--- src/rtl/sisc_pkg.sv ---
// Shared SISC definitions: opcodes, instruction field positions and the fetch-stage state type.
package sisc_pkg;

  localparam logic [3:0] OpNoop = 4'd0;
  localparam logic [3:0] OpLod  = 4'd1;
  localparam logic [3:0] OpStr  = 4'd2;
  localparam logic [3:0] OpSwp  = 4'd3;
  localparam logic [3:0] OpBra  = 4'd4;
  localparam logic [3:0] OpBrr  = 4'd5;
  localparam logic [3:0] OpBne  = 4'd6;
  localparam logic [3:0] OpBnr  = 4'd7;
  localparam logic [3:0] OpAlu  = 4'd8;
  localparam logic [3:0] OpHlt  = 4'd15;

  localparam int unsigned OpcMsb = 31;
  localparam int unsigned OpcLsb = 28;
  localparam int unsigned MmMsb  = 27;
  localparam int unsigned MmLsb  = 24;
  localparam int unsigned OffMsb = 15;

  typedef enum logic [1:0] {
    StIdle = 2'd0,
    StWait = 2'd1,
    StHalt = 2'd2
  } ifetch_state_e;

endpackage

--- src/rtl/sisc_br_cond.sv ---
// Conditional-branch resolver: decides taken and computes the target from ir, pc and status.
module sisc_br_cond
  import sisc_pkg::*;
#(
  parameter int unsigned PC_W = 16,
  parameter int unsigned IW   = 32
) (
  input  logic [IW-1:0]   i_ir,
  input  logic [PC_W-1:0] i_pc,
  input  logic [3:0]      i_stat,
  output logic            o_taken,
  output logic [PC_W-1:0] o_target
);

  logic [3:0]       w_op;
  logic [3:0]       w_mm;
  logic             w_hit;
  logic [PC_W+15:0] w_rel;
  logic             w_unused_ir;

  assign w_op  = i_ir[OpcMsb:OpcLsb];
  assign w_mm  = i_ir[MmMsb:MmLsb];
  assign w_hit = |(i_stat & w_mm);
  // Relative targets add a sign-extended 16-bit offset; the sum is truncated to PC_W.
  assign w_rel = {16'b0, i_pc} + {{PC_W{i_ir[OffMsb]}}, i_ir[OffMsb:0]};
  assign w_unused_ir = ^i_ir;

  always_comb begin
    o_taken  = 1'b0;
    o_target = i_ir[PC_W-1:0];
    case (w_op)
      OpBra: o_taken = w_hit;
      OpBrr: begin
        o_taken  = w_hit;
        o_target = w_rel[PC_W-1:0];
      end
      OpBne: o_taken = ~w_hit;
      OpBnr: begin
        o_taken  = ~w_hit;
        o_target = w_rel[PC_W-1:0];
      end
      default: o_taken = 1'b0;
    endcase
  end

endmodule

--- src/rtl/sisc_ifetch.sv ---
// SISC instruction-fetch stage: PC/IR, request/valid imem read, branch resolution.
// Define IFETCH_WAIT_EN for variable-latency memory (capture gated by imem_vld).
module sisc_ifetch
  import sisc_pkg::*;
#(
  parameter int unsigned     PC_W    = 16,
  parameter int unsigned     IW      = 32,
  parameter logic [PC_W-1:0] RST_VEC = '0
) (
  input  logic            clk,
  input  logic            rst_f,
  input  logic            i_fetch_go,
  input  logic            i_br_go,
  input  logic [3:0]      i_stat,
  output logic [PC_W-1:0] o_imem_addr,
  output logic            o_imem_rd,
  input  logic [IW-1:0]   i_imem_rdata,
  input  logic            i_imem_vld,
  output logic [IW-1:0]   o_ir,
  output logic [3:0]      o_opcode,
  output logic [3:0]      o_mm,
  output logic [PC_W-1:0] o_pc,
  output logic            o_ir_vld,
  output logic            o_busy,
  output logic            o_br_taken,
  output logic            o_halted
);

  ifetch_state_e   r_state, w_state_nxt;
  logic [PC_W-1:0] r_pc, w_pc_nxt, w_pc_br;
  logic [IW-1:0]   r_ir, w_ir_nxt;
  logic            r_ir_vld, w_ir_vld_nxt;
  logic            r_imem_rd, w_imem_rd_nxt;
  logic [PC_W-1:0] r_imem_addr, w_imem_addr_nxt;
  logic            r_br_taken, w_br_taken_nxt;
  logic            w_taken;
  logic [PC_W-1:0] w_target;
  logic            w_cap;

`ifdef IFETCH_WAIT_EN
  assign w_cap = i_imem_vld;
`else
  logic w_unused_vld;
  assign w_unused_vld = i_imem_vld;
  assign w_cap        = 1'b1;
`endif

  sisc_br_cond #(
    .PC_W(PC_W),
    .IW  (IW)
  ) u_br_cond (
    .i_ir    (r_ir),
    .i_pc    (r_pc),
    .i_stat  (i_stat),
    .o_taken (w_taken),
    .o_target(w_target)
  );

  always_ff @(posedge clk or negedge rst_f) begin
    if (!rst_f) begin
      r_state     <= StIdle;
      r_pc        <= RST_VEC;
      r_ir        <= '0;
      r_ir_vld    <= 1'b0;
      r_imem_rd   <= 1'b0;
      r_imem_addr <= '0;
      r_br_taken  <= 1'b0;
    end else begin
      r_state     <= w_state_nxt;
      r_pc        <= w_pc_nxt;
      r_ir        <= w_ir_nxt;
      r_ir_vld    <= w_ir_vld_nxt;
      r_imem_rd   <= w_imem_rd_nxt;
      r_imem_addr <= w_imem_addr_nxt;
      r_br_taken  <= w_br_taken_nxt;
    end
  end

  always_comb begin
    w_state_nxt     = r_state;
    w_pc_nxt        = r_pc;
    w_pc_br         = r_pc;
    w_ir_nxt        = r_ir;
    w_ir_vld_nxt    = r_ir_vld;
    w_imem_rd_nxt   = r_imem_rd;
    w_imem_addr_nxt = r_imem_addr;
    w_br_taken_nxt  = 1'b0;
    unique case (r_state)
      StIdle: begin
        // A same-cycle branch is applied before the fetch so the read uses the new PC.
        if (i_br_go && w_taken) begin
          w_pc_br        = w_target;
          w_br_taken_nxt = 1'b1;
        end
        w_pc_nxt = w_pc_br;
        if (i_fetch_go) begin
          w_imem_addr_nxt = w_pc_br;
          w_imem_rd_nxt   = 1'b1;
          w_state_nxt     = StWait;
        end
      end
      StWait: begin
        if (w_cap) begin
          w_ir_nxt      = i_imem_rdata;
          w_pc_nxt      = r_pc + PC_W'(1);
          w_ir_vld_nxt  = 1'b1;
          w_imem_rd_nxt = 1'b0;
          w_state_nxt   = (i_imem_rdata[OpcMsb:OpcLsb] == OpHlt) ? StHalt : StIdle;
        end
      end
      StHalt: w_state_nxt = StHalt;
      default: w_state_nxt = StIdle;
    endcase
  end

  assign o_imem_addr = r_imem_addr;
  assign o_imem_rd   = r_imem_rd;
  assign o_ir        = r_ir;
  assign o_opcode    = r_ir[OpcMsb:OpcLsb];
  assign o_mm        = r_ir[MmMsb:MmLsb];
  assign o_pc        = r_pc;
  assign o_ir_vld    = r_ir_vld;
  assign o_busy      = (r_state == StWait);
  assign o_br_taken  = r_br_taken;
  assign o_halted    = (r_state == StHalt);

endmodule

--- config.mk ---
export PLATFORM = sky130hd
export DESIGN_NAME = sisc_ifetch
export DESIGN_NICKNAME = d
export VERILOG_FILES = /design/src/rtl/sisc_pkg.sv /design/src/rtl/sisc_br_cond.sv /design/src/rtl/sisc_ifetch.sv
export SDC_FILE = /design/constraint.sdc
export NUM_CORES = 1
export LEC_CHECK = 0
export BUFFER_PORTS_ARGS = -buffer_cell sky130_fd_sc_hd__buf_2
export CAP_MARGIN = 20
export CORE_AREA = 5 5 104 106
export CTS_CLUSTER_SIZE = 28
export DETAILED_ROUTE_END_ITERATION = 7
export DIE_AREA = 0 0 109 111
export GPL_TIMING_DRIVEN = 0
export PLACE_DENSITY = 0.69
export RECOVER_POWER = 100
export SYNTH_ARGS = -nofsm -noshare
export SYNTH_HDL_FRONTEND = slang
export SYNTH_HIERARCHICAL = 1
export SYNTH_SLANG_ARGS = --single-unit
--- constraint.sdc ---
create_clock -name clk -period 5.8 [get_ports clk]
set_input_delay 1.16 -clock clk [delete_from_list [all_inputs] [get_ports clk]]
set_output_delay 1.16 -clock clk [all_outputs]
set_load 0.02 [all_outputs]
Yosys cells after proc, flatten, opt, wreduce, memory -nomap -nowiden
Index checks and enable logic that the tools add are counted.
{ "word_totals": {"output_inout_bits": 77, "reg_bits": 69} }
{ "op_classes": {"n_addsub": 2, "n_bitwise": 2, "mux": 11, "n_reduce_logical": 9, "n_eq_ne": 8} }
{ "ops": {"columns": ["operator", "n"], "rows": [
  ["16-bit 2-to-1 mux", 2],
  ["16-bit case mux with 2 select lines", 1],
  ["16-bit by 1-bit adder with 16-bit output, second input constant", 1],
  ["16-bit adder", 1],
  ["4-bit by 3-bit == test with 1-bit output, second input constant", 4],
  ["2-bit case mux with 3 select lines", 1],
  ["2-bit OR reduction", 3],
  ["4-bit bitwise AND", 1],
  ["4-bit == test, second input constant", 1],
  ["2-bit 2-to-1 mux", 2],
  ["1-bit case mux with 2 select lines", 2],
  ["2-bit AND reduction", 2],
  ["4-bit OR reduction", 1],
  ["1-bit 2-to-1 mux", 3],
  ["2-bit by 1-bit == test with 1-bit output, second input constant", 1],
  ["2-bit == test, second input constant", 1],
  ["2-bit logical NOT", 1],
  ["2-bit != test, second input constant", 1],
  ["2-bit nonzero test", 1],
  ["1-bit logical AND", 1],
  ["1-bit NOT", 1]
]} }

Logic depth before layout (Yosys ltp)
Gate-level depths: netlist (run 1).
{ "logic_depth": {"depth_word": 7, "depth_mapped": 11, "depth_no_buf": 11} }

Modules after synthesis
The synthesis (run 1) kept the hierarchy.
{ "modules_own_cells": {"columns": ["mod", "n_inst", "area_each_um2", "cells_each"], "rows": [
  ["sisc_ifetch", 1, 3316.9, 377],
  ["sisc_br_cond", 1, 934.6, 131]
]} }

Least setup slack after synthesis (run 1)
No wires, ideal clock.
{ "synth_path": {"path_type": "input -> register", "from": "in i_stat[0]", "to": "reg r_imem_addr[2], in the netlist o_imem_addr[2]", "stages": 10, "setup_time_ns": 0.082, "setup_slack_ns": 2.865, "arrival_time_ns": 2.853, "cell_sequence": "a22o_1 a221oi_1 xor2_1 nor3b_1 and2_1 buf_2 buf_2 buf_2 nand2_1 a31oi_1"} }
{ "synth_via": {"elab_chain_cells": 6} }
{ "synth_lines": {"columns": ["element", "line", "source"], "rows": [
  ["start: declaration", "sisc_ifetch.sv:14", "input logic [3:0] i_stat,"],
  ["4-bit bitwise AND *", "sisc_br_cond.sv:23", "assign w_hit = |(i_stat & w_mm);"],
  ["4-bit OR reduction *", "sisc_br_cond.sv:23", null],
  ["1-bit NOT", "sisc_br_cond.sv:37, sisc_br_cond.sv:39", null],
  ["1-bit case mux with 2 select lines *", "sisc_br_cond.sv:31", "case (w_op)"],
  ["net w_taken", "sisc_ifetch.sv:36", "logic w_taken;"],
  ["1-bit logical AND *", "sisc_ifetch.sv:91", "if (i_br_go && w_taken) begin"],
  ["16-bit 2-to-1 mux *", "sisc_ifetch.sv:91", null],
  ["end signal: assignment", "sisc_ifetch.sv:74", "r_imem_addr <= w_imem_addr_nxt;"],
  ["end: declaration", "sisc_ifetch.sv:34", "logic [PC_W-1:0] r_imem_addr, w_imem_addr_nxt;"]
]} }
The timed path passes the listed nets; every way through them passes the cells marked *.
A chain may end at the register's enable or synchronous reset.

Worst setup path after layout (run 1)
{ "layout_path": {"from": "reg r_state[1]", "to": "out o_busy"} }
{ "layout_via": {"elab_chain_cells": 1} }
{ "layout_lines": {"columns": ["element", "line", "source"], "rows": [
  ["start: declaration", "sisc_ifetch.sv:29", "ifetch_state_e r_state, w_state_nxt;"],
  ["start signal: assignment", "sisc_ifetch.sv:61", "r_state <= StIdle;"],
  ["start signal: assignment", "sisc_ifetch.sv:69", "r_state <= w_state_nxt;"],
  ["2-bit by 1-bit == test with 1-bit output", "sisc_ifetch.sv:123", "assign o_busy = (r_state == StWait);"],
  ["end: declaration", "sisc_ifetch.sv:24", "output logic o_busy,"]
]} }
No other way between the ends.

==> metrics.md, run 1 <==
| Metric | Value |
|---|---|
| Status | `completed` |
| Worst-case clock buffer depth | `2` |
| CP arrival | `~2.7 ns` |
| Synth Flop Type | `sky130_fd_sc_hd__dfrtp_1` |
| Largest cells by area after synthesis | `sky130_fd_sc_hd__dfrtp_1, sky130_fd_sc_hd__nand2_1, sky130_fd_sc_hd__ha_1, sky130_fd_sc_hd__a31oi_1, sky130_fd_sc_hd__nor2_1` |
| Total Die Area | `~12000 um2` |
| Count of input and output buffers | `around 120` |
| Total clock sinks | `between 60 and 70` |
| H-Tree Level Count | `3` |
| Setup repair after global routing missed its margin | `no` |
| Post-Syn Area | `~4300 um2` |
| Maximum clock skew at final layout | `0.0114 ns` |
| Area fraction in compound gates after synthesis | `0.189` |
| Ordered cell list for the critical path | `clkbuf_1, inv_1, nand2_1, inv_1, clkbuf_1, clkbuf_1, clkbuf_1` |
| Actual transition at the worst max-transition pin | `approximately 0.86 ns` |
| Fraction of the mapped netlist area in adder cells | `0.0518` |
| Final Setup Violations | `0` |
| Die boundary width | `109 um` |
| Clock latency on the worst-skew pair | `~0.37 ns` |
| Worst flop-to-flop path endpoint | `o_imem_addr[11]` |
| Hold Path Class | `reg2reg` |
| Maximum fanout count along the critical path | `10` |
| Critical path class | `reg2out` |
| WHS | `0.481 ns` |
| Count of nets after finishing | `approximately 700` |
| Placed Cells | `between 700 and 800` |
| Site row count | `36` |
| Worst setup path endpoint | `o_busy` |
| Count of placed standard cells in the final layout, fillers left out | `just under 800` |
| Number of ports placed on the die boundary | `~120` |
| Final instance area | `5090 um2` |
| Number of maximum-capacitance violations | `0` |
| Slowest stage delay, CP | `about 0.56 ns` |
| Power density cells | `516 nW/um2` |
| Master cell of the clock root buffer | `sky130_fd_sc_hd__clkbuf_8` |
| Antenna violations before repair | `0` |
| Cell type contributing the most total cell area after synthesis | `sky130_fd_sc_hd__dfrtp_1` |
| XOR/XNOR Fraction of Synth Area | `0.0309` |
| First-pass iteration count of the detailed router | `4` |
| Yosys warning total | `6` |
| Via total after detailed routing | `4107` |
| GP Congestion | `a little under 0.9` |
| Floorplan Core Area | `between 9000 and 10000 um2` |
| Sort of element at the start of the critical path | `register` |
| Reg-to-Reg Start | `o_ir[24]` |
| Via density | `between 5 and 6` |
| Capturing element type of the critical path | `primary output` |
| Post-cts resize count | `0` |
| Final hold violations | `0` |
| Area added between synthesis and finish | `19.7%` |
| Synthesized instance count | `around 510` |
| Setup TNS after final layout | `0 ns` |
| Final Max Slew Viols | `0` |
| Number of global-route vias before repair | `approximately 4.1k` |
| Cell area reported after detailed placement | `5000 um2` |
| Mux contribution to synthesized area | `0.0209` |
| Number of remaining DRC errors | `0` |
| Total power consumption of the routed design | `about 2.6 mW` |
| Number of buffers added for setup after CTS | `0` |
| Cts bufs inserted | `9` |
| Drt total wl | `12.7 mm` |
| Leak Pwr | `between 2 and 2.5 nW` |
| Critical path origin | `r_state[1]` |
| Post-layout minimum cycle time | `~3.8 ns` |
| Cell seen most often among critical-path stages | `sky130_fd_sc_hd__clkbuf_1` |
| Count of cell types in the netlist | `62` |
| Max IR drop VDD | `between 0.0002 and 0.00025 V` |
| Post-DP HPWL | `roughly 9.6 mm` |
| Max transition margin | `0.426` |
| Count of filler cells inserted in the layout | `1001` |
| Share of flip-flops with an asynchronous set or reset after synthesis | `1.00` |
| R2r worst-path depth | `10` |
| Global route overflow | `0` |
| Antenna diodes | `0` |
| Simple-gate area share of the yosys netlist | `0.248` |
| Crit share post-route | `0.662` |
| Share of the synthesized area in the top cell type | `0.406` |
| Initial core utilization | `0.439` |
| Layout cell share with drive strength beyond 1 | `0.141` |
| Count of flip-flops with a built-in enable after synthesis | `0` |
| Die height | `between 100 and 150 um` |
| Mean Syn Cell Area | `~8.4 um2` |
| Remaining number of nets flagged by the antenna check after routing | `0` |
| Average routed wire per standard cell | `about 16 um` |
| TritonCTS clock tree | `yes` |
| First-pass GRT wire length | `approximately 21 mm` |
| Synthesized netlist net count | `566` |
| Total global routing track utilization | `0.222` |
| Library cell contributing the largest single delay on the critical path | `sky130_fd_sc_hd__clkbuf_1` |
| Dominant combinational cell family by area after synthesis | `simple AND/OR/NAND/NOR gates` |
| Count of hold-fix buffers inserted at cts | `0` |
| Portion of the post-synthesis area used by sequential elements | `0.406` |
| Timing-limited maximum frequency | `260 MHz` |
| Data required time at the worst endpoint | `approximately 4.6 ns` |
| Violation count after the first detailed-route iteration | `about 250` |
| R2R setup slack | `around 2.6 ns` |
| Worst-path clk slew | `0.07 ns` |
| Flop and latch count out of synthesis | `69` |
| Largest net degree at the start of global routing | `70` |
placed cells by master (no fill, tap or decap), types with 6 or more instances in the layout:
| cell type | instances |
|---|---|
| sky130_fd_sc_hd__nand2_1 | 161 |
| sky130_fd_sc_hd__and3_1 | 7 |
| sky130_fd_sc_hd__nor2_1 | 30 |
| sky130_fd_sc_hd__a21oi_1 | 18 |
| sky130_fd_sc_hd__a21o_1 | 6 |
| sky130_fd_sc_hd__clkbuf_1 | 97 |
| sky130_fd_sc_hd__buf_4 | 8 |
| sky130_fd_sc_hd__o22a_1 | 6 |
| sky130_fd_sc_hd__ha_1 | 16 |
| sky130_fd_sc_hd__xor2_1 | 10 |
| sky130_fd_sc_hd__a31oi_1 | 20 |
| sky130_fd_sc_hd__dfrtp_1 | 69 |
| sky130_fd_sc_hd__o22ai_1 | 13 |
| sky130_fd_sc_hd__nand3_1 | 8 |
| sky130_fd_sc_hd__o21ai_0 | 13 |
| sky130_fd_sc_hd__o21ai_1 | 11 |
| sky130_fd_sc_hd__clkbuf_8 | 10 |
| sky130_fd_sc_hd__inv_1 | 6 |
| sky130_fd_sc_hd__buf_2 | 45 |
cell families after synthesis:
group | count (synthesis)
mux | 8
flops | 69
buf+inv | 45
fa+ha+maj | 17
simple gates | 236
compound gates | 118
xor+xnor | 15
critical path, delay by kind of cell (launching register included):
family,cells,cell delay [ns]
buffers and inverters,6,1.83
flip-flops,1,0.37
AND/OR/NAND/NOR,1,0.12
where the power goes:
| group | internal [mW] | leakage, nW | switching, mW |
|---|---|---|---|
| Combinational | 0.516 | 1.45 | 0.859 |
| Clock | 0.209 | 0.0964 | 0.194 |
| Sequential | 0.629 | 0.809 | 0.220 |
| Total | 1.35 | 2.35 | 1.27 |
layout make-up:
cell class,count,area [um2],area share
Multi-Input combinational cell,394,2300,0.452
Clock inverter,4,47.5,0.00935
Buffer,38,189,0.0371
Inverter,7,26.3,0.00516
Timing Repair Buffer,116,488,0.0959
Tap cell,133,166,0.0327
Clock buffer,12,145,0.0285
Sequential cell,69,1730,0.339
Yosys cell counts, types with 2 or more instances:
cell type / instances
sky130_fd_sc_hd__nor3_1: 5
sky130_fd_sc_hd__a221o_1: 4
sky130_fd_sc_hd__o21ai_0: 13
sky130_fd_sc_hd__inv_2: 2
sky130_fd_sc_hd__a21o_1: 6
sky130_fd_sc_hd__o21a_1: 3
sky130_fd_sc_hd__o22ai_1: 13
sky130_fd_sc_hd__a221oi_2: 2
sky130_fd_sc_hd__nor3b_1: 3
sky130_fd_sc_hd__ha_1: 16
sky130_fd_sc_hd__nor2_1: 30
sky130_fd_sc_hd__nand2b_1: 3
sky130_fd_sc_hd__o21bai_1: 2
sky130_fd_sc_hd__a31oi_1: 20
sky130_fd_sc_hd__nor4_4: 2
sky130_fd_sc_hd__xor2_1: 10
sky130_fd_sc_hd__a2bb2oi_1: 2
sky130_fd_sc_hd__o22a_1: 6
sky130_fd_sc_hd__dfrtp_1: 69
sky130_fd_sc_hd__a21oi_1: 18
sky130_fd_sc_hd__nand3_1: 8
sky130_fd_sc_hd__buf_1: 6
sky130_fd_sc_hd__clkbuf_1: 7
sky130_fd_sc_hd__or4_1: 2
sky130_fd_sc_hd__mux2_2: 3
sky130_fd_sc_hd__mux2i_1: 4
sky130_fd_sc_hd__nand2_1: 161
sky130_fd_sc_hd__inv_1: 5
sky130_fd_sc_hd__and3_1: 7
sky130_fd_sc_hd__o221ai_1: 2
sky130_fd_sc_hd__buf_4: 8
sky130_fd_sc_hd__o31ai_1: 2
sky130_fd_sc_hd__nand4_1: 3
sky130_fd_sc_hd__xnor2_1: 5
sky130_fd_sc_hd__nand3b_1: 3
sky130_fd_sc_hd__a32o_1: 3
sky130_fd_sc_hd__o21ai_1: 11
sky130_fd_sc_hd__buf_2: 15
worst min-delay path by stage:
stage	slack [ns]	end	startpoint	cells past startpoint
after global routing	0.50	o_ir[17]	o_ir[17]	2
final	0.48	o_ir[23]	o_ir[23]	2
after floorplan	0.59	o_ir[16]	o_ir[16]	2
after CTS	0.48	o_ir[23]	o_ir[23]	2
after global placement	0.45	o_ir_vld	o_ir_vld	1
after detailed placement	0.46	o_ir[23]	o_ir[23]	2
through the flow:
stage / setup slack [ns] / utilization
2_1_floorplan: 2.86 / -
3_3_place_gp: 2.27 / 0.516
3_5_place_dp: 2.27 / 0.516
4_1_cts: 2.62 / 0.536
5_1_grt: 1.75 / 0.525
6_report: 1.96 / 0.525
routing by layer:
layer / vias to the layer above / part of all wire / GRT usage
li1: 2028 / - / -
met1: 1923 / 0.45 / 0.311
met2: 141 / 0.47 / 0.342
met3: 15 / 0.060 / 0.0390
met4: 0 / 0.015 / 0.0774
met5: - / 0 / 0
state kept, by name (all words and copies together), names as in the netlist:
| register | cells |
|---|---|
| o_br_taken | 1 |
| o_imem_rd | 1 |
| r_state | 2 |
| o_ir | 32 |
| o_imem_addr | 16 |
| o_pc | 16 |
| o_ir_vld | 1 |
No activity file was read; power rests on OpenSTA's default activity.
==> run 2: changes to the inputs <==
- ABC_AREA: not set -> 1
- CORE_AREA: 5 5 104 106 -> 5 5 106 108
- DIE_AREA: 0 0 109 111 -> 0 0 111 113
- PLACE_DENSITY: 0.69 -> 0.72
- clock period: 5.8 -> 3.2 ns (I/O delays scaled with it)
==> metrics.md, run 2 <==
| Metric | Value |
|---|---|
| GP Congestion | `approximately 0.88` |
| R2R setup slack | `slightly above 0.7 ns` |
| Post-Syn Area | `approximately 4500 um2` |
| Max transition margin | `-0.168` |
| Drt total wl | `~13 mm` |
| Share of flip-flops with an asynchronous set or reset after synthesis | `1.00` |
| H-Tree Level Count | `3` |
| Power density cells | `307 nW/um2` |
| Critical path class | `reg2reg` |
| Post-DP HPWL | `9.98 mm` |
| Total clock sinks | `roughly 70` |
| Pre-CTS setup slack | `between 0.8 and 0.9 ns` |
| Antenna diodes | `0` |
| Number of ports placed on the die boundary | `roughly 120` |
| Post-cts resize count | `0` |
| Total global routing track utilization | `0.206` |
| Cell type contributing the most total cell area after synthesis | `sky130_fd_sc_hd__dfrtp_1` |
| Count of flip-flops with a built-in enable after synthesis | `0` |
| Most used standard cell by instance count after synthesis | `sky130_fd_sc_hd__nand2_1` |
| Cts bufs inserted | `9` |
| First-pass iteration count of the detailed router | `5` |
| Leak Pwr | `between 2 and 3 nW` |
| Floorplan Core Area | `10100 um2` |
| Actual transition at the worst max-transition pin | `1.75 ns` |
| Clock latency on the worst-skew pair | `~0.35 ns` |
| Post-route setup slack | `0.706 ns` |
| Multi-input gate area | `2290 um2` |
| Count of cell types in the netlist | `40` |
| Antenna violations before repair | `0` |
| Violation count after the first detailed-route iteration | `between 200 and 250` |
| Final Setup Violations | `0` |
| Via density | `roughly 5.0` |
| Top cell types by occurrence after synthesis | `sky130_fd_sc_hd__nand2_1, sky130_fd_sc_hd__dfrtp_1, sky130_fd_sc_hd__inv_1` |
| Worst-path clk slew | `~0.09 ns` |
| Violated checks | `capacitance limit, slew limit` |
| Total Die Area | `approximately 13000 um2` |
| Capturing element type of the critical path | `register` |
| Most frequent standard cell in the layout excluding fill and tap cells | `sky130_fd_sc_hd__nand2_1` |
| Setup repair after global routing missed its margin | `no` |
| Die height | `113 um` |
| Die boundary width | `111 um` |
| Largest net degree at the start of global routing | `70` |
| Synthesized netlist net count | `approximately 700` |
| Setup TNS after final layout | `0 ns` |
| Number of global-route vias before repair | `4390` |
| WHS | `0.480 ns` |
| First-pass GRT wire length | `between 20 and 25 mm` |
| Number of maximum-capacitance violations | `1` |
| Data required time at the worst endpoint | `about 3.5 ns` |
| Synth Flop Type | `sky130_fd_sc_hd__dfrtp_1` |
| Hold Path Class | `in2reg` |
| Count of hold-fix buffers inserted at cts | `0` |
| Max IR drop VDD | `between 0.0002 and 0.00025 V` |
| Count of placed standard cells in the final layout, fillers left out | `912` |
| Portion of the post-synthesis area used by sequential elements | `0.386` |
| Final Max Slew Viols | `70` |
| Number of remaining DRC errors | `0` |
| Layout cell share with drive strength beyond 1 | `0.119` |
| Worst-case clock buffer depth | `2` |
| Average routed wire per standard cell | `roughly 14 um` |
| Maximum clock skew at final layout | `about 0.014 ns` |
| Crit share post-route | `0.779` |
| Yosys warning total | `6` |
| Number of cells traversed by the worst hold path | `3` |
| Global route overflow | `0` |
| Count of input and output buffers | `around 120` |
| Placed Cells | `approximately 900` |
| Status | `finished, violations left` |
| Count of nets after finishing | `approximately 830` |
| Flop and latch count out of synthesis | `69` |
| Largest cells by area after synthesis | `sky130_fd_sc_hd__dfrtp_1, sky130_fd_sc_hd__nand2_1, sky130_fd_sc_hd__ha_1, sky130_fd_sc_hd__inv_1, sky130_fd_sc_hd__nand3_1` |
| Flip-flop count of the largest register after layout | `32` |
| Site row count | `37` |
| Sort of element at the start of the critical path | `register` |
| Count of filler cells inserted in the layout | `1085` |
| Commonest cells after routing, fill and taps aside | `sky130_fd_sc_hd__nand2_1, sky130_fd_sc_hd__clkbuf_1, sky130_fd_sc_hd__dfrtp_1, sky130_fd_sc_hd__inv_1, sky130_fd_sc_hd__buf_2` |
| Number of buffers added for setup after CTS | `0` |
| Initial core utilization | `0.441` |
| Sequential cell area in the final layout | `about 1700 um2` |
| Final hold violations | `0` |
| Mean Syn Cell Area | `about 6.9 um2` |
| Synthesized instance count | `644` |
| TritonCTS clock tree | `yes` |
| Share of the synthesized area in the top cell type | `0.386` |
| Via total after detailed routing | `~4.5k` |
| CP arrival | `2.74 ns` |
| Maximum fanout count along the critical path | `5` |
| Master cell of the clock root buffer | `sky130_fd_sc_hd__clkbuf_8` |
| Post-layout minimum cycle time | `2.49 ns` |
| Timing-limited maximum frequency | `401 MHz` |
| Area added between synthesis and finish | `17.3%` |
| R2r worst-path depth | `13` |
| Remaining number of nets flagged by the antenna check after routing | `0` |
run 2: cell types whose count changed in the layout (fill, tap and decap cells not counted), moves of 11 or more:
cell,before,now
sky130_fd_sc_hd__inv_1,6,51
sky130_fd_sc_hd__nand3_1,8,35
sky130_fd_sc_hd__nand2_1,161,297
sky130_fd_sc_hd__o22ai_1,13,1
sky130_fd_sc_hd__a31oi_1,20,2
sky130_fd_sc_hd__nand2_2,1,12
sky130_fd_sc_hd__nor2_1,30,42
run 2: cells by family after synthesis:
| kind of cell | synth area share |
|---|---|
| AO/OA/AOI/OAI | 0.0767 |
| XOR/XNOR | 0.00784 |
| adder cells (fa/ha/maj) | 0.0492 |
| buffers and inverters | 0.0957 |
| flip-flops | 0.386 |
| AND/OR/NAND/NOR | 0.384 |
run 2: path summary, 6_finish.rpt:
check                            to        startpoint
max                        o_pc[12]           o_pc[0]
min                        o_ir[24]  i_imem_rdata[24]
max reg2reg                o_pc[12]           o_pc[0]
min reg2reg                o_ir[17]          o_ir[17]
max in group asynchronous   o_pc[1]             rst_f
min in group asynchronous  o_ir[11]             rst_f
run 2: critical path, cell delays in order (launching register included):
cell and delay [ns]:
sky130_fd_sc_hd__dfrtp_1 0.45, sky130_fd_sc_hd__ha_1 0.23, sky130_fd_sc_hd__fa_1 0.40, sky130_fd_sc_hd__nand2_1 0.08, sky130_fd_sc_hd__nand2_1 0.07, sky130_fd_sc_hd__and2_0 0.20, sky130_fd_sc_hd__nand3_1 0.12, sky130_fd_sc_hd__nand4_1 0.09
sky130_fd_sc_hd__nand3_1 0.09, sky130_fd_sc_hd__nand2_1 0.06, sky130_fd_sc_hd__o21ai_0 0.31, sky130_fd_sc_hd__o21ai_0 0.14, sky130_fd_sc_hd__nand2_1 0.10, sky130_fd_sc_hd__nand2_1 0.05
run 2: report_power, final:
group	total [mW]	switching, mW	internal [mW]
Clock	0.696	0.394	0.302
Combinational	0.0424	0.0251	0.0173
Sequential	0.871	0	0.871
Total	1.61	0.419	1.19
run 2: final cells by class:
| class | instances | area share |
|---|---|---|
| Multi-Input combinational cell | 492 | 0.437 |
| Sequential cell | 69 | 0.329 |
| Timing Repair Buffer | 116 | 0.0926 |
| Inverter | 57 | 0.0439 |
| Tap cell | 136 | 0.0325 |
| Buffer | 26 | 0.0289 |
| Clock buffer | 9 | 0.0236 |
| Clock inverter | 7 | 0.0124 |
run 2: per-stage QoR:
stage	area (um2)	total power, mW	utilization
finish	5240	1.61	0.517
detailed placement	5230	0.933	0.515
floorplan	4470	0.891	-
CTS	5410	1.63	0.534
global placement	5220	0.932	0.515
global route	5240	1.68	0.517
run 2: metal layers:
metal  global-route usage  wire length [um]  vias to the layer above
met5                    0                 0                        -
met4               0.0640               248                        0
met3               0.0455               876                       19
met2                0.349              5950                      163
met1                0.264              5750                     2081
li1                     -                 -                     2282
